$ cat src/rtl/multicycle_ripple_adder_pkg.sv
// Shared types and elaboration helpers for the multi-cycle ripple adder.
// The chunk count and index width are derived here so the top and bench agree.
package multicycle_ripple_adder_pkg;

    typedef enum logic [1:0] {
        IDLE = 2'd0,
        RUN  = 2'd1,
        DONE = 2'd2
    } state_e;

    function automatic int num_chunks(input int numbits, input int chunkbits);
        return numbits / chunkbits;
    endfunction

    // A single-chunk configuration still needs a 1-bit index register.
    function automatic int idx_width(input int nchunks);
        return (nchunks > 1) ? $clog2(nchunks) : 1;
    endfunction

endpackage

$ cat src/rtl/multicycle_ripple_adder_if.sv
// Operand/result handshake bundle for the multi-cycle ripple adder.
// The producer/consumer side uses master, the adder itself uses slave.
interface multicycle_ripple_adder_if #(
    parameter int NUMBITS = 64
);

    logic               in_valid;
    logic               in_ready;
    logic [NUMBITS-1:0] A;
    logic [NUMBITS-1:0] B;
    logic               sub;
    logic               carry_in;
    logic               out_valid;
    logic               out_ready;
    logic [NUMBITS-1:0] result;
    logic               carryout;
    logic               overflow;

    modport master (
        output in_valid, A, B, sub, carry_in, out_ready,
        input  in_ready, out_valid, result, carryout, overflow
    );

    modport slave (
        input  in_valid, A, B, sub, carry_in, out_ready,
        output in_ready, out_valid, result, carryout, overflow
    );

endinterface

$ cat src/rtl/multicycle_ripple_adder_chunk_adder.sv
// Combinational CHUNKBITS-wide ripple carry adder used for one chunk per cycle.
// msb_carry_in exposes the carry into the top bit for signed-overflow detection.
module multicycle_ripple_adder_chunk_adder #(
    parameter int CHUNKBITS = 8
) (
    input  logic [CHUNKBITS-1:0] a,
    input  logic [CHUNKBITS-1:0] b,
    input  logic                 cin,
    output logic [CHUNKBITS-1:0] sum,
    output logic                 cout,
    output logic                 msb_carry_in
);

    logic [CHUNKBITS:0] carry;

    always_comb begin
        carry    = '0;
        sum      = '0;
        carry[0] = cin;
        for (int i = 0; i < CHUNKBITS; i++) begin
            sum[i]       = a[i] ^ b[i] ^ carry[i];
            carry[i + 1] = (a[i] & b[i]) | (carry[i] & (a[i] ^ b[i]));
        end
    end

    assign cout         = carry[CHUNKBITS];
    assign msb_carry_in = carry[CHUNKBITS-1];

endmodule

$ cat src/rtl/multicycle_ripple_adder.sv
// Adds or subtracts two NUMBITS operands CHUNKBITS per clock, carrying between
// chunks through a register; valid/ready handshakes on both sides.
module multicycle_ripple_adder
    import multicycle_ripple_adder_pkg::*;
#(
    parameter int NUMBITS   = 64,
    parameter int CHUNKBITS = 8
) (
    input  logic                      clk,
    input  logic                      reset,
    multicycle_ripple_adder_if.slave  bus
);

    localparam int NUMCHUNKS = num_chunks(NUMBITS, CHUNKBITS);
    localparam int IDXW      = idx_width(NUMCHUNKS);

    if (NUMBITS % CHUNKBITS != 0) begin : g_illegal_params
        $error("multicycle_ripple_adder: NUMBITS (%0d) must be a multiple of CHUNKBITS (%0d)",
               NUMBITS, CHUNKBITS);
    end

    state_e               state_q, state_d;
    logic [IDXW-1:0]      idx_q, idx_d;
    logic                 carry_q, carry_d;
    logic [NUMBITS-1:0]   a_q, a_d;
    logic [NUMBITS-1:0]   b_q, b_d;
    logic [NUMBITS-1:0]   result_q, result_d;
    logic                 carryout_q, carryout_d;
    logic                 overflow_q, overflow_d;
    logic                 out_valid_q, out_valid_d;

    logic [CHUNKBITS-1:0] a_chunk, b_chunk, chunk_sum;
    logic                 chunk_cout, chunk_msb_cin;

    assign a_chunk = a_q[int'(idx_q) * CHUNKBITS +: CHUNKBITS];
    assign b_chunk = b_q[int'(idx_q) * CHUNKBITS +: CHUNKBITS];

    multicycle_ripple_adder_chunk_adder #(
        .CHUNKBITS (CHUNKBITS)
    ) u_chunk_adder (
        .a            (a_chunk),
        .b            (b_chunk),
        .cin          (carry_q),
        .sum          (chunk_sum),
        .cout         (chunk_cout),
        .msb_carry_in (chunk_msb_cin)
    );

    // Subtraction is A + ~B + ~borrow, so B is inverted and the carry flipped at accept.
    always_comb begin
        state_d     = state_q;
        idx_d       = idx_q;
        carry_d     = carry_q;
        a_d         = a_q;
        b_d         = b_q;
        result_d    = result_q;
        carryout_d  = carryout_q;
        overflow_d  = overflow_q;
        out_valid_d = out_valid_q;

        case (state_q)
            IDLE: begin
                if (bus.in_valid) begin
                    a_d     = bus.A;
                    b_d     = bus.sub ? ~bus.B : bus.B;
                    carry_d = bus.carry_in ^ bus.sub;
                    idx_d   = '0;
                    state_d = RUN;
                end
            end
            RUN: begin
                result_d[int'(idx_q) * CHUNKBITS +: CHUNKBITS] = chunk_sum;
                carry_d = chunk_cout;
                idx_d   = idx_q + 1'b1;
                if (idx_q == IDXW'(NUMCHUNKS - 1)) begin
                    carryout_d  = chunk_cout;
                    // Same-sign operands giving a different-sign sum is exactly carry-into-MSB != carry-out.
                    overflow_d  = chunk_msb_cin ^ chunk_cout;
                    out_valid_d = 1'b1;
                    idx_d       = '0;
                    state_d     = DONE;
                end
            end
            DONE: begin
                if (bus.out_ready) begin
                    out_valid_d = 1'b0;
                    state_d     = IDLE;
                end
            end
            default: begin
                state_d = IDLE;
            end
        endcase
    end

    always_ff @(posedge clk or negedge reset) begin
        if (!reset) begin
            state_q     <= IDLE;
            idx_q       <= '0;
            carry_q     <= 1'b0;
            a_q         <= '0;
            b_q         <= '0;
            result_q    <= '0;
            carryout_q  <= 1'b0;
            overflow_q  <= 1'b0;
            out_valid_q <= 1'b0;
        end else begin
            state_q     <= state_d;
            idx_q       <= idx_d;
            carry_q     <= carry_d;
            a_q         <= a_d;
            b_q         <= b_d;
            result_q    <= result_d;
            carryout_q  <= carryout_d;
            overflow_q  <= overflow_d;
            out_valid_q <= out_valid_d;
        end
    end

    assign bus.in_ready  = (state_q == IDLE);
    assign bus.out_valid = out_valid_q;
    assign bus.result    = result_q;
    assign bus.carryout  = carryout_q;
    assign bus.overflow  = overflow_q;

endmodule
$ cat src/flat_wrapper.sv
// flat-port wrapper written by rule: the top's interface ports become plain ports
module multicycle_ripple_adder_flat import multicycle_ripple_adder_pkg::*;
#(
    parameter int NUMBITS   = 64,
    parameter int CHUNKBITS = 8
)
  (clk, reset, bus_in_valid, bus_A, bus_B, bus_sub, bus_carry_in, bus_out_ready, bus_in_ready, bus_out_valid, bus_result, bus_carryout, bus_overflow);
  multicycle_ripple_adder_if #(.NUMBITS(NUMBITS)) bus_i ();
  input  logic clk;
  input  logic reset;
  input wire logic [$bits(bus_i.in_valid)-1:0] bus_in_valid;
  input wire logic [$bits(bus_i.A)-1:0] bus_A;
  input wire logic [$bits(bus_i.B)-1:0] bus_B;
  input wire logic [$bits(bus_i.sub)-1:0] bus_sub;
  input wire logic [$bits(bus_i.carry_in)-1:0] bus_carry_in;
  input wire logic [$bits(bus_i.out_ready)-1:0] bus_out_ready;
  output wire logic [$bits(bus_i.in_ready)-1:0] bus_in_ready;
  output wire logic [$bits(bus_i.out_valid)-1:0] bus_out_valid;
  output wire logic [$bits(bus_i.result)-1:0] bus_result;
  output wire logic [$bits(bus_i.carryout)-1:0] bus_carryout;
  output wire logic [$bits(bus_i.overflow)-1:0] bus_overflow;
  assign bus_i.in_valid = bus_in_valid;
  assign bus_i.A = bus_A;
  assign bus_i.B = bus_B;
  assign bus_i.sub = bus_sub;
  assign bus_i.carry_in = bus_carry_in;
  assign bus_i.out_ready = bus_out_ready;
  assign bus_in_ready = bus_i.in_ready;
  assign bus_out_valid = bus_i.out_valid;
  assign bus_result = bus_i.result;
  assign bus_carryout = bus_i.carryout;
  assign bus_overflow = bus_i.overflow;
  multicycle_ripple_adder #(.NUMBITS(NUMBITS), .CHUNKBITS(CHUNKBITS)) u_core (.clk(clk), .reset(reset), .bus(bus_i));
endmodule
$ cat config.mk
export PLATFORM = sky130hd
export DESIGN_NAME = multicycle_ripple_adder_flat
export DESIGN_NICKNAME = d
export VERILOG_FILES = /design/src/rtl/multicycle_ripple_adder_pkg.sv /design/src/rtl/multicycle_ripple_adder_if.sv /design/src/rtl/multicycle_ripple_adder_chunk_adder.sv /design/src/rtl/multicycle_ripple_adder.sv /design/src/flat_wrapper.sv
export SDC_FILE = /design/constraint.sdc
export NUM_CORES = 1
export LEC_CHECK = 0
export CAP_MARGIN = 20
export CORE_ASPECT_RATIO = 0.6
export CORE_MARGIN = 4
export CORE_UTILIZATION = 30
export DETAILED_ROUTE_END_ITERATION = 6
export SETUP_SLACK_MARGIN = 0.4
export SLEW_MARGIN = 20
export SYNTH_ARGS = -nofsm -noshare
export SYNTH_HDL_FRONTEND = slang
export SYNTH_SLANG_ARGS = --single-unit
$ cat constraint.sdc
create_clock -name clk -period 4.2 [get_ports clk]
set_input_delay 0.84 -clock clk [delete_from_list [all_inputs] [get_ports clk]]
set_output_delay 0.84 -clock clk [all_outputs]
set_load 0.05 [all_outputs]
# After elaboration in Yosys (flattened, before gate mapping)

Cells that the tools add are included.
W data, S select, Z words.

Flip-flop bits (word level): 201
Bits of input ports: 134
Word-level logic and storage cells: 86
Output and inout port bits: 68

Reduce and logical (&&, ||, !) cells: 8
Bitwise logic cells: 43
Multiplexer cells: 14
Add/subtract/negate cells: 2
Equal/unequal tests: 6
Shift-type cells: 4

Operator list:

| operator                  | number |
|---|---|
| $shiftx A64 B7 Y8         | 2 |
| $bwmux W64                | 1 |
| $mux W64                  | 1 |
| $not A64 Y64              | 1 |
| $shift A8 B33 Y64 const A | 1 |
| $shiftx A8 B33 Y64        | 1 |
| $neg A6 Y33               | 1 |
| $xor A1 B1 Y1             | 18 |
| $and A1 B1 Y1             | 16 |
| $or A1 B1 Y1              | 8 |
| $mux W2                   | 3 |
| $mux W3                   | 2 |
| $pmux W2 S3               | 1 |
| $pmux W3 S2               | 1 |
| $reduce_and A2 Y1         | 3 |
| $reduce_and A3 Y1         | 2 |
| $ne A2 B2 Y1 const B      | 2 |
| $pmux W1 S2               | 2 |
| $reduce_bool A2 Y1        | 2 |
| $add A3 B1 Y3 const B     | 1 |
| $eq A3 B3 Y1 const B      | 1 |
| $mux W1                   | 3 |
| $eq A2 B1 Y1 const B      | 1 |
| $eq A2 B2 Y1 const B      | 1 |
| 2 further kinds           | 2 |

# Longest topological paths before layout

Gate-level depths: netlist of the first run.

Depth in word-level cells: 19
Depth in mapped cells: 19
Mapped depth without buffers: 17

# Hierarchy

From an unflattened synthesis of the first run, not the netlist that was laid out.

Cells, all modules: 898
Area total of the unflattened synthesis: 9561.7 µm²

By module, submodules not included:

| module                              | area an instance (µm²) | instances | cells an instance |
|---|---|---|---|
| multicycle_ripple_adder             | 9364.0                 | 1         | 880 |
| multicycle_ripple_adder_chunk_adder | 197.7                  | 1         | 18 |

# Worst setup path after synthesis of the first run

No wires, ideal clock.

Path kind: reg-to-reg
Start: reg u_core.idx_q[2]
End: reg u_core.result_q[39] (netlist: u_core.bus.result[39])
Required time: 4.075 ns
Setup time: 0.125 ns
Cell stages (with the launch flop): 20
Setup slack: -0.292 ns
Path buffers: 2
Period minus slack after synthesis: 4.492 ns
Data arrival time: 4.367 ns
Cells stage by stage: dfrtp_1 -> clkbuf_1 -> clkbuf_1 -> mux4_2 -> nand2_1 -> nand2_1 -> fa_1 -> fa_1 -> inv_1 -> fa_1 -> fa_1 -> inv_1 -> fa_1 -> inv_1 -> fa_1 -> fa_1 -> inv_1 -> fa_1 -> and2_1 -> mux2_4

Cells in the longest elaborated chain, start to end: 19
Elaborated cells between the ends (all ways): 43
Those cells by class: add/sub: 1; shift: 4; mux: 1; bitwise: 37

Ends and longest elaborated chain:

| element                                     | line                                                                                 | RTL |
|---|---|---|
| from (decl)                                 | multicycle_ripple_adder.sv:23                                                        | `logic [IDXW-1:0] idx_q, idx_d;` |
| from (signal assigned)                      | multicycle_ripple_adder.sv:109                                                       | `idx_q <= idx_d;` |
| $shiftx A64 B7 Y8, on equally long branches | multicycle_ripple_adder.sv:35, multicycle_ripple_adder.sv:36                         |  |
| $xor A1 B1 Y1                               | multicycle_ripple_adder_chunk_adder.sv:21, multicycle_ripple_adder_chunk_adder.sv:22 |  |
| $and A1 B1 Y1                               | multicycle_ripple_adder_chunk_adder.sv:22                                            | `carry[i + 1] = (a[i] & b[i]) \| (carry[i] & (a[i] ^ b[i]));` |
| $or A1 B1 Y1                                | multicycle_ripple_adder_chunk_adder.sv:22                                            |  |
| $and A1 B1 Y1                               | multicycle_ripple_adder_chunk_adder.sv:22                                            |  |
| $or A1 B1 Y1                                | multicycle_ripple_adder_chunk_adder.sv:22                                            |  |
| $and A1 B1 Y1                               | multicycle_ripple_adder_chunk_adder.sv:22                                            |  |
| $or A1 B1 Y1                                | multicycle_ripple_adder_chunk_adder.sv:22                                            |  |
| [... 3 more ...]                            | -                                                                                    |  |
| $or A1 B1 Y1                                | multicycle_ripple_adder_chunk_adder.sv:22                                            |  |
| $and A1 B1 Y1                               | multicycle_ripple_adder_chunk_adder.sv:22                                            |  |
| $or A1 B1 Y1                                | multicycle_ripple_adder_chunk_adder.sv:22                                            |  |
| $and A1 B1 Y1                               | multicycle_ripple_adder_chunk_adder.sv:22                                            |  |
| $or A1 B1 Y1                                | multicycle_ripple_adder_chunk_adder.sv:22                                            |  |
| $xor A1 B1 Y1                               | multicycle_ripple_adder_chunk_adder.sv:21                                            | `sum[i] = a[i] ^ b[i] ^ carry[i];` |
| $shiftx A8 B33 Y64                          | multicycle_ripple_adder.sv:72                                                        | `result_d[int'(idx_q) * CHUNKBITS +: CHUNKBITS] = chunk_sum;` |
| $bwmux W64 (*)                              | multicycle_ripple_adder.sv:72                                                        |  |
| to (signal assigned)                        | multicycle_ripple_adder.sv:113                                                       | `result_q <= result_d;` |
| to (decl)                                   | multicycle_ripple_adder.sv:27                                                        | `logic [NUMBITS-1:0] result_q, result_d;` |

Every way passes the cells marked *; elsewhere a longest branch is shown, timed or not.
A chain may end at the register's enable or synchronous reset.

# Worst setup path after layout of the first run

Start: reg u_core.idx_q[0]
End: reg u_core.result_q[23] (netlist: u_core.bus.result[23])

Same word-level chain as after synthesis.

==> results of run 1 <==
worst max-delay path by stage:
stage | cells after the start | startpoint | slack (ns) | to
3_5_place_dp | 17 | u_core.idx_q[0] | 0.03 | u_core.bus.result[23]
3_3_place_gp | 17 | u_core.idx_q[0] | 0.03 | u_core.bus.result[39]
5_1_grt | 18 | u_core.idx_q[0] | -0.14 | u_core.bus.result[31]
2_1_floorplan | 18 | u_core.idx_q[0] | 0.05 | u_core.bus.result[39]
6_report | 17 | u_core.idx_q[0] | 0.02 | u_core.bus.result[23]
4_1_cts | 17 | u_core.idx_q[0] | 0.002 | u_core.bus.result[23]
kinds of logic (layout without fill, tap and decap cells):
kind of cell	Yosys count	in the layout	synth area share [%]
AND/OR/NAND/NOR	328	328	14.3
flip-flops	201	201	53.5
multiplexers	101	101	15.9
AO/OA/AOI/OAI	82	82	4.55
buffers and inverters	78	284	3.42
XOR/XNOR	66	66	6.14
adder cells (fa/ha/maj)	12	12	2.23
layout make-up:
cell class              count  area share, %
clock buffers              31           4.98
clock inverters             8          0.993
inverters                  24          0.708
multi-input cells         589           32.5
flip-flops and latches    201           39.5
well taps                 408           4.01
repair buffers            221           17.3
metrics by stage:
stage,total power [mW],hold slack [ns],utilization [%],cells
after floorplan,7.31,0.440,-,868
after global placement,9.60,0.453,39.1,1442
after detailed placement,9.69,0.464,39.1,1442
after CTS,11.9,0.429,41.8,1482
after global routing,12.6,0.466,41.9,1482
final,11.9,0.413,41.9,1482
power by group through the flow:
stage               Combinational (mW)  Sequential (mW)  Clock, mW
floorplan                         3.17             4.14          0
global placement                  6.16             3.44          0
detailed placement                6.23             3.46          0
CTS                               6.39             3.43       2.08
global route                      6.95             3.54       2.16
finish                            6.41             3.44       2.03
what timing repair did:
item | 4_1_cts | 5_1_grt
setup buffers | 1 | 0
endpoints found under the setup margin | 16 | 23
gates resized for setup | 10 | 10
endpoints found under the hold margin | 0 | 0
pin swaps | 7 | 3
synthesized netlist by cell type (all sizes together) (2+ instances only):
cell and n:
nand2b 6, mux4 32, nand3b 4, clkbuf 35, o31ai 6, dfrtp 201, and2 4, xnor2 64
nand2 287, o21ai 74, xor2 2, mux2 45, ha 4, nor2 12, inv 24, fa 8
nand3 3, buf 19, mux2i 24
state kept, by name, indices dropped and copies added (netlist names):
signal	flops
u_core.bus.out_valid	1
u_core.carry_q	1
u_core.bus.overflow	1
u_core.bus.result	64
u_core.idx_q	3
u_core.b_q	64
u_core.a_q	64
u_core.state_q	2
u_core.bus.carryout	1
metal layers:
layer | global-route usage [%] | part of all wire (%)
met5 | 0 | 0.16
met2 | 22.2 | 41
met4 | 2.04 | 1.1
met1 | 25.7 | 51
met3 | 4.40 | 7.0
==> key figures, run 1 <==
Clock network
  • Clock slew at the register clock pins of the worst setup and hold paths: about 0.060 ns
  • Cell at the root of the clock tree: clkbuf_16
  • Number of buffers on the longest clock path: 3
  • H-Tree Depth: 1
  • Clock buffers created by TritonCTS: 22
  • Count of clock tree sinks: roughly 200
  • Post-cts hold buffer count: 0
  • Clk_lat worst skew: roughly 0.52 ns
  • Clock tree from TritonCTS: built

Global routing
  • Number of antenna violations at the first check in global routing: 3
  • Global-route wire length before repair: approximately 43,000 µm
  • Overall routing resource usage: 16.1%
  • Number of global-route vias before repair: roughly 7,000
  • Total gr overflow: 0
  • Pin count of the biggest net entering global routing: 95

Worst setup path
  • Reg-to-reg critical path startpoint: u_core.idx_q[0]
  • Number of cell instances on the worst register-to-register path: 17
  • Worst path max stage delay: between 0.5 and 0.6 ns
  • Worst path cell trace: mux4_2 -> nand2_2 -> nand2_2 -> fa_2 -> fa_2 -> inv_2 -> fa_2 -> fa_2 -> inv_2 -> fa_2 -> inv_2 -> fa_2 -> fa_2 -> inv_2 -> fa_2 -> and2_4 -> mux2_4
  • Critical path start-end classification: reg2reg
  • Endpoint type of the worst setup path: register
  • Worst Path Required: around 4.6 ns
  • Worst-path cell with the longest stage delay: mux4_2
  • Worst Path Max Fanout: 7
  • End of the worst register-to-register path: u_core.bus.result[23]
  • Worst path buffer plus inverter count: 4
  • Cell occurring most often along the worst timing path: fa_2
  • Worst endpoint data arrival time: 4.59 ns
  • CP delay by family, top: adder cells
  • Register-to-register path setup slack: between 0.015 and 0.02 ns
  • Launching element type of the critical path: register

Layout
  • Share of post-route cells with drive strength above 1: approximately 15%
  • Final non-filler cell area: around 13,000 µm²
  • Final nets: about 1,200
  • Commonest cells after routing, fill and taps aside: nand2_1, clkdlybuf4s50_1, dfrtp_1, o21ai_0, xnor2_1
  • Footprint of the multi-input gates: 4140 µm²
  • Most common cell after layout, fill and taps aside: nand2_1
  • Layout overhead on the synthesized area: 35.3%
  • Seq. cell area: 5030 µm²
  • Antenna cells: 0
  • Filler cell count: a little under 3,000

Floorplan
  • Die W: 237 µm
  • Die Height: around 150 µm
  • Total core area: 30,400 µm²
  • Area enclosed by the die boundary: 34,300 µm²
  • Effective utilization at floorplan: 30.9%
  • Site Rows: between 40 and 50
  • Number of top-level design ports: slightly above 200

Place
  • Final HPWL DP: 20,900 µm
  • Setup WS pre-CTS: 0.0263 ns
  • Total cell area at the placement stage: around 12,000 µm²
  • Count of buffers from port buffering: between 200 and 250
  • Global placer's final weighted congestion: 0.824

Yosys
  • Fraction of post-synthesis cell area in the top cell type by area: a little over half
  • Synth Warn #: 0
  • Number of synthesized flops with an enable pin: 0
  • Cell type contributing the most total cell area after synthesis: dfrtp_1
  • Number of instances in the synthesized netlist: slightly below 900
  • Post-synth design cell area: 9410 µm²
  • Synth Area per Inst: 10.8 µm²
  • Seq/Total Area, Yosys: a little over half
  • Post-synthesis register bit count: around 200
  • Most instantiated flip-flop cell in the synthesis netlist: dfrtp_1
  • Async S/R FF share, synth: 100%
  • Number of nets in the synthesized netlist: 1,014
  • Unique cell type count in the Yosys netlist: 40
  • Leading post-synthesis cells by cell area: dfrtp_1, nand2_1, mux4_2

Power
  • Cell internal power dissipation: roughly 6.7 mW
  • Logic gate share of total power: 54.0%
  • Clk network pwr share: around 17%
  • Leakage: between 5 and 6 nW
  • Share of total power consumed by net switching: 43.6%
  • Total net switching power: 5.18 mW
  • Share of power burned in registers: 29.0%
  • IR Drop Worst-Case VDD: approximately 0.00063 V
  • Total power per unit cell area: between 900 and 1000 nW/µm²

Timing
  • Fin. max-slew vios: 0
  • Least-Margin Pin Slew: 1.06 ns
  • Hold violation total from the final report: 0
  • Total Negative Setup Slacks: 0 ns
  • Number of setup violations in the final report: 0
  • Post-route fraction of the period consumed by the critical path: ~100%
  • Final critical-path required period: ~4.2 ns
  • Fin Clk Skew: between 0.02 and 0.025 ns
  • Maximum operating frequency: about 0.24 GHz
  • Worst setup margin: about 0.019 ns
  • Unrepaired setup endpoints after global routing: true
  • Headroom to the max-slew limit: between 20% and 30%

Run status
  • Status: finished clean

Routing
  • Post-detailed-route count of antenna-violating nets: 0
  • Routed Wire Length: 28,100 µm
  • DR pass1 iterations: 4
  • Post-DR vias/cell: ~4.6
  • Average wire length per cell after detail routing: roughly 19 µm
  • Vias post-DR: 6,866
  • Number of design-rule violations left by the first detailed-router iteration: 518
  • Detailed-route DRC error count: 0

Flow run
  • Max-capacitance violation count: 0

Worst hold path
  • Type of the worst min-delay path: in2async
Power figures use the tool's default switching activity.
==> run 2: changes to the inputs <==
DONT_BUFFER_PORTS = 1   (was default)
==> run 2 against run 1 <==
Net effect:
- clock power about the same
- critical endpoint is now u_core.bus.result[39]
- global-route usage decreased by 0.51 points
- sequential cell count unchanged
- hold slack got worse by 0.38 ns
- wire length decreased by 4.1%
- the flow now finishes with violations (negative setup slack)
==> key figures, run 2 (synthesized netlist as in run 1, its figures left out) <==
Run status
  • Status: finished with violations
  • Violations in the final reports: negative setup slack

Floorplan
  • Area enclosed by the die boundary: around 34,000 µm²
  • Site Rows: between 40 and 50
  • Die W: 237 µm
  • Number of top-level design ports: 202
  • Effective utilization at floorplan: a little under a third
  • Total core area: approximately 30,000 µm²
  • Die Height: about 150 µm

Clock network
  • Clock slew at the register clock pins of the worst setup and hold paths: around 0.07 ns
  • Clock buffers created by TritonCTS: 22
  • Cell at the root of the clock tree: clkbuf_16
  • Number of buffers on the longest clock path: 3
  • Clock tree from TritonCTS: built
  • Clk_lat worst skew: ~0.51 ns
  • Count of clock tree sinks: roughly 200
  • H-Tree Depth: 1

Worst setup path
  • Worst endpoint data arrival time: between 4 and 5 ns
  • Critical path start-end classification: reg2reg
  • Register-to-register path setup slack: -0.01 ns
  • Worst Path Max Fanout: 8
  • Worst Path Required: 4.60 ns
  • Launching element type of the critical path: register
  • Endpoint type of the worst setup path: register

Layout
  • Commonest cells after routing, fill and taps aside: nand2_1, dfrtp_1, o21ai_0, xnor2_1, mux4_2
  • Layout overhead on the synthesized area: 14.5%
  • Antenna cells: 0
  • Share of post-route cells with drive strength above 1: 18.7%
  • Final nets: 1,007
  • Most common cell after layout, fill and taps aside: nand2_1
  • Utilization after layout: about 35%

Timing
  • Number of setup violations in the final report: 3
  • Worst slack on hold paths: roughly 0.034 ns
  • Post-route fraction of the period consumed by the critical path: 100%
  • Headroom to the max-slew limit: between 30% and 40%
  • Least-Margin Pin Slew: ~0.96 ns
  • Fin. max-slew vios: 0
  • Unrepaired setup endpoints after global routing: true
  • Hold violation total from the final report: 0
  • Maximum operating frequency: 0.238 GHz
  • Total Negative Setup Slacks: -0.0162 ns
  • Final critical-path required period: roughly 4.2 ns
  • Worst setup margin: -0.0104 ns
  • Fin Clk Skew: 0.0185 ns

Power
  • Total net switching power: a little over 5 mW
  • IR Drop Worst-Case VDD: 0.000436 V
  • Leakage: around 5 nW
  • Logic gate share of total power: ~43%
  • Cell internal power dissipation: 6.15 mW
  • Total power per unit cell area: between 1000 and 1500 nW/µm²
  • Share of power burned in registers: between 30% and 40%
  • Total design power: 11.3 mW
  • Clk network pwr share: 18.0%
  • Share of total power consumed by net switching: a little under half

Place
  • Global placer's final weighted congestion: 0.809
  • Count of buffers from port buffering: 0
  • Final HPWL DP: between 15,000 and 20,000 µm

Global routing
  • Overall routing resource usage: 15.6%
  • Number of global-route vias before repair: 6,402
  • Number of antenna violations at the first check in global routing: 1
  • Pin count of the biggest net entering global routing: between 150 and 200
  • Global-route wire length before repair: around 42,000 µm
  • Total gr overflow: 0

Worst hold path
  • Type of the worst min-delay path: in2async

Routing
  • Detailed-route DRC error count: 0
  • DR pass1 iterations: 5
  • Routed Wire Length: around 27,000 µm
  • Average wire length per cell after detail routing: roughly 21 µm
  • Number of design-rule violations left by the first detailed-router iteration: between 400 and 500
  • Post-DR vias/cell: 4.76
  • Post-detailed-route count of antenna-violating nets: 0
  • Vias post-DR: a little over 6,000

Flow run
  • Max-capacitance violation count: 0
[run 2: cell types whose count changed in the layout (fill, tap and decap cells not counted), moves of 2 or more]
cell             before  now
clkinv_4              0    2
nand2_2               7    5
nand2_1             280  282
clkdlybuf4s50_1     199    0
mux2_4               11   15
mux2_2               30   27
dlygate4sd3_1         0    2
clkbuf_8              6    2
buf_6                 4    2
[run 2: power by group through the flow]
| stage | combinational [mW] | sequential [mW] | clock [mW] |
|---|---|---|---|
| after CTS | 4.86 | 4.43 | 2.10 |
| final | 4.84 | 4.42 | 2.03 |
| after global routing | 5.35 | 4.53 | 2.17 |
| after detailed placement | 4.62 | 4.46 | 0 |
| after floorplan | 3.17 | 4.14 | 0 |
| after global placement | 4.53 | 4.44 | 0 |
[run 2: final timing paths]
kind	start	to	depth (start not counted)
worst min-delay path	reset	u_core.b_q[38]	0
max in group asynchronous	reset	u_core.b_q[6]	1
worst max-delay path	u_core.idx_q[0]	u_core.bus.result[39]	17
min in group clk	bus_out_ready	u_core.state_q[1]	1
worst min register to register	u_core.a_q[40]	u_core.a_q[40]	2
worst max register to register	u_core.idx_q[0]	u_core.bus.result[39]	17
[run 2: per-layer routing]
| layer | GRT usage, % | wire length (µm) | vias up |
|---|---|---|---|
| li1 | - | - | 2849 |
| met1 | 23.1 | 12800 | 3042 |
| met2 | 22.2 | 11200 | 192 |
| met3 | 5.90 | 2500 | 35 |
| met4 | 2.30 | 400 | 2 |
| met5 | 0 | 20 | - |
[run 2: area by class of cell]
class	count	area, µm²
clock buffers	29	618
clock inverters	11	144
fillers	3041	19600
inverters	24	90.1
multi-input cells	589	4160
flip-flops and latches	201	5030
well taps	408	510
repair buffers	23	223
[run 2: timing repair]
action | CTS | global route
buffers inserted | 2 | 0
pin swaps | 7 | 3
endpoints found under the hold margin | 1 | 0
hold buffers | 4 | 0
resized for setup | 14 | 9
endpoints found under the setup margin | 22 | 23
[run 2: metrics by stage]
step	instances	setup slack, ns	cell area [µm²]
3_3_place_gp	1239	-0.00541	9860
6_report	1285	-0.0104	10800
3_5_place_dp	1239	-0.0593	9860
4_1_cts	1285	-0.0231	10700
2_1_floorplan	868	0.0474	9460
5_1_grt	1285	-0.125	10800
[run 2: worst max-delay path: stages (launching register included)]
cell and delay [ns]:
dfrtp_2 0.50, mux4_2 0.56, nand2_2 0.08, nand2_2 0.07, fa_2 0.36, fa_2 0.35, inv_2 0.07, fa_2 0.19
fa_2 0.19, inv_2 0.04, fa_2 0.32, inv_2 0.06, fa_2 0.19, fa_2 0.20, inv_2 0.04, fa_2 0.45
and2_4 0.17, mux2_4 0.26
==> run 3: changes to the inputs <==
PLACE_DENSITY = 0.47   (was default)
==> run 3 against run 2 <==
Net effect:
- the flow now finishes without violations
- clock power hardly changed
- power is 0.68% higher
- sequential cell count unchanged
==> key figures, run 3 (synthesized netlist as in run 1, its figures left out) <==
Clock network
  • Clk_lat worst skew: 0.52 ns
  • H-Tree Depth: 1
  • Clock tree from TritonCTS: built
  • Clock buffers created by TritonCTS: 22
  • Count of clock tree sinks: 201
  • Clock slew at the register clock pins of the worst setup and hold paths: 0.06 ns
  • Cell at the root of the clock tree: clkbuf_16
  • Number of buffers on the longest clock path: 3

Global routing
  • Total gr overflow: 0
  • Number of antenna violations at the first check in global routing: 1
  • Number of global-route vias before repair: 6,235
  • Overall routing resource usage: roughly 16%
  • Global-route wire length before repair: 41,900 µm
  • Pin count of the biggest net entering global routing: 153

Worst setup path
  • Cell occurring most often along the worst timing path: fa_2
  • Register-to-register path setup slack: between 0.015 and 0.02 ns
  • Worst Path Required: 4.60 ns
  • Endpoint type of the worst setup path: register
  • Number of cell instances on the worst register-to-register path: 17
  • Reg-to-reg critical path startpoint: u_core.idx_q[0]
  • Critical path start-end classification: reg2reg
  • Worst endpoint data arrival time: about 4.6 ns
  • Capturing instance or port of the critical path: u_core.bus.result[39]
  • Crit path from: u_core.idx_q[0]
  • End of the worst register-to-register path: u_core.bus.result[39]
  • Launching element type of the critical path: register
  • Worst path max stage delay: 0.52 ns
  • Worst Path Max Fanout: 8
  • Worst path cell trace: mux4_2 -> nand2_1 -> nand2_2 -> fa_2 -> fa_2 -> inv_2 -> fa_2 -> fa_2 -> inv_2 -> fa_2 -> inv_2 -> fa_2 -> fa_2 -> inv_2 -> fa_2 -> and2_4 -> mux2_4
  • Worst-path cell with the longest stage delay: mux4_2

Floorplan
  • Die W: approximately 240 µm
  • Number of top-level design ports: a little over 200
  • Total core area: between 30,000 and 40,000 µm²
  • Die Height: 145 µm
  • Site Rows: slightly below 50
  • Area enclosed by the die boundary: 34,300 µm²
  • Effective utilization at floorplan: a little over 30%

Timing
  • Headroom to the max-slew limit: between 30% and 40%
  • Least-Margin Pin Slew: ~0.96 ns
  • Number of setup violations in the final report: 0
  • Final critical-path required period: between 4 and 5 ns
  • Unrepaired setup endpoints after global routing: true
  • Fin. max-slew vios: 0
  • Maximum operating frequency: between 0.2 and 0.25 GHz
  • Hold violation total from the final report: 0
  • Worst slack on hold paths: 0.0387 ns
  • Worst setup margin: between 0.015 and 0.02 ns
  • Post-route fraction of the period consumed by the critical path: between 90% and 100%
  • Fin Clk Skew: approximately 0.021 ns

Layout
  • Most common cell after layout, fill and taps aside: nand2_1
  • Seq. cell area: 5030 µm²
  • Share of post-route cells with drive strength above 1: a little under a fifth
  • Commonest cells after routing, fill and taps aside: nand2_1, dfrtp_1, o21ai_0, xnor2_1, mux4_2
  • Antenna cells: 0
  • Layout overhead on the synthesized area: 14.9%
  • Final non-filler cell area: between 10,000 and 15,000 µm²
  • Final nets: roughly 1,000
  • Footprint of the multi-input gates: 4140 µm²
  • Filler cell count: between 3,000 and 4,000
  • Non-filler cells, final: between 1,000 and 1,500
  • Utilization after layout: ~36%

Place
  • Final HPWL DP: 20,000 µm
  • Count of buffers from port buffering: 0
  • Total cell area at the placement stage: approximately 9900 µm²
  • Setup WS pre-CTS: -0.0189 ns
  • Global placer's final weighted congestion: about 0.76
  • Placed instance count: around 1,200

Flow run
  • Max-capacitance violation count: 0

Routing
  • Vias post-DR: just over 6,000
  • Post-DR vias/cell: around 4.7
  • Routed Wire Length: ~27,000 µm
  • Detailed-route DRC error count: 0
  • DR pass1 iterations: 7
  • Number of design-rule violations left by the first detailed-router iteration: between 300 and 400
  • Average wire length per cell after detail routing: about 21 µm
  • Post-detailed-route count of antenna-violating nets: 0

Power
  • IR Drop Worst-Case VDD: about 0.00073 V
  • Leakage: a little over 5 nW
  • Total power per unit cell area: ~1100 nW/µm²

Run status
  • Status: finished clean

Worst hold path
  • Type of the worst min-delay path: in2async
## run 3: cell count changes in the layout (fill, tap and decap cells not counted), sizes merged
cell / change
inv: -1
bufinv: -1
clkinv: +2
dlygate4sd3: +1
buf: +6
## run 3: critical path, delay by kind of cell (launching register included)
family | cells | cell delay (ns)
flip-flops | 1 | 0.50
multiplexers | 2 | 0.78
AND/OR/NAND/NOR | 3 | 0.33
adder cells (fa/ha/maj) | 8 | 2.25
buffers and inverters | 4 | 0.21
## run 3: report_power, final
part / switching, mW / internal [mW] / leakage (nW)
Combinational: 2.74 / 2.21 / 2.15
Clock: 0.821 / 1.20 / 0.377
Sequential: 1.59 / 2.81 / 2.52
## run 3: how the worst min path moves through the flow
stage	from	end	slack, ns	cells past startpoint
6_report	reset	u_core.b_q[38]	0.04	0
5_1_grt	reset	u_core.b_q[38]	0.002	0
4_1_cts	reset	u_core.b_q[31]	0.002	0
3_5_place_dp	u_core.a_q[5]	u_core.a_q[5]	0.46	2
3_3_place_gp	u_core.a_q[19]	u_core.a_q[19]	0.46	2
2_1_floorplan	u_core.a_q[32]	u_core.a_q[32]	0.44	2
## run 3: timing repair
item / 4_1_cts / 5_1_grt
setup buffers: 2 / 2
hold endpoints to repair: 49 / 0
resized for setup: 11 / 6
endpoints found under the setup margin: 19 / 23
pin swaps: 5 / 2
hold buffers: 4 / 0
## run 3: layout make-up
class	instances	share of cell area, %
flip-flops and latches	201	46.6
clock buffers	29	5.91
well taps	408	4.72
multi-input cells	589	38.3
inverters	24	0.834
clock inverters	11	1.10
repair buffers	30	2.52
## run 3: stage by stage
step / TNS (ns) / power [mW]
after floorplan: 0 / 7.31
after global placement: -0.00322 / 9.06
after detailed placement: -0.0332 / 9.13
after CTS: 0 / 11.4
after global routing: -1.03 / 12.2
final: 0 / 11.4
## run 3: routing by layer
layer	track usage [%]	wire length (µm)	up-vias
met1	25.2	13900	3029
met2	21.5	11100	149
met5	0	13	-
li1	-	-	2855
met4	3.00	491	2
met3	4.34	1830	34
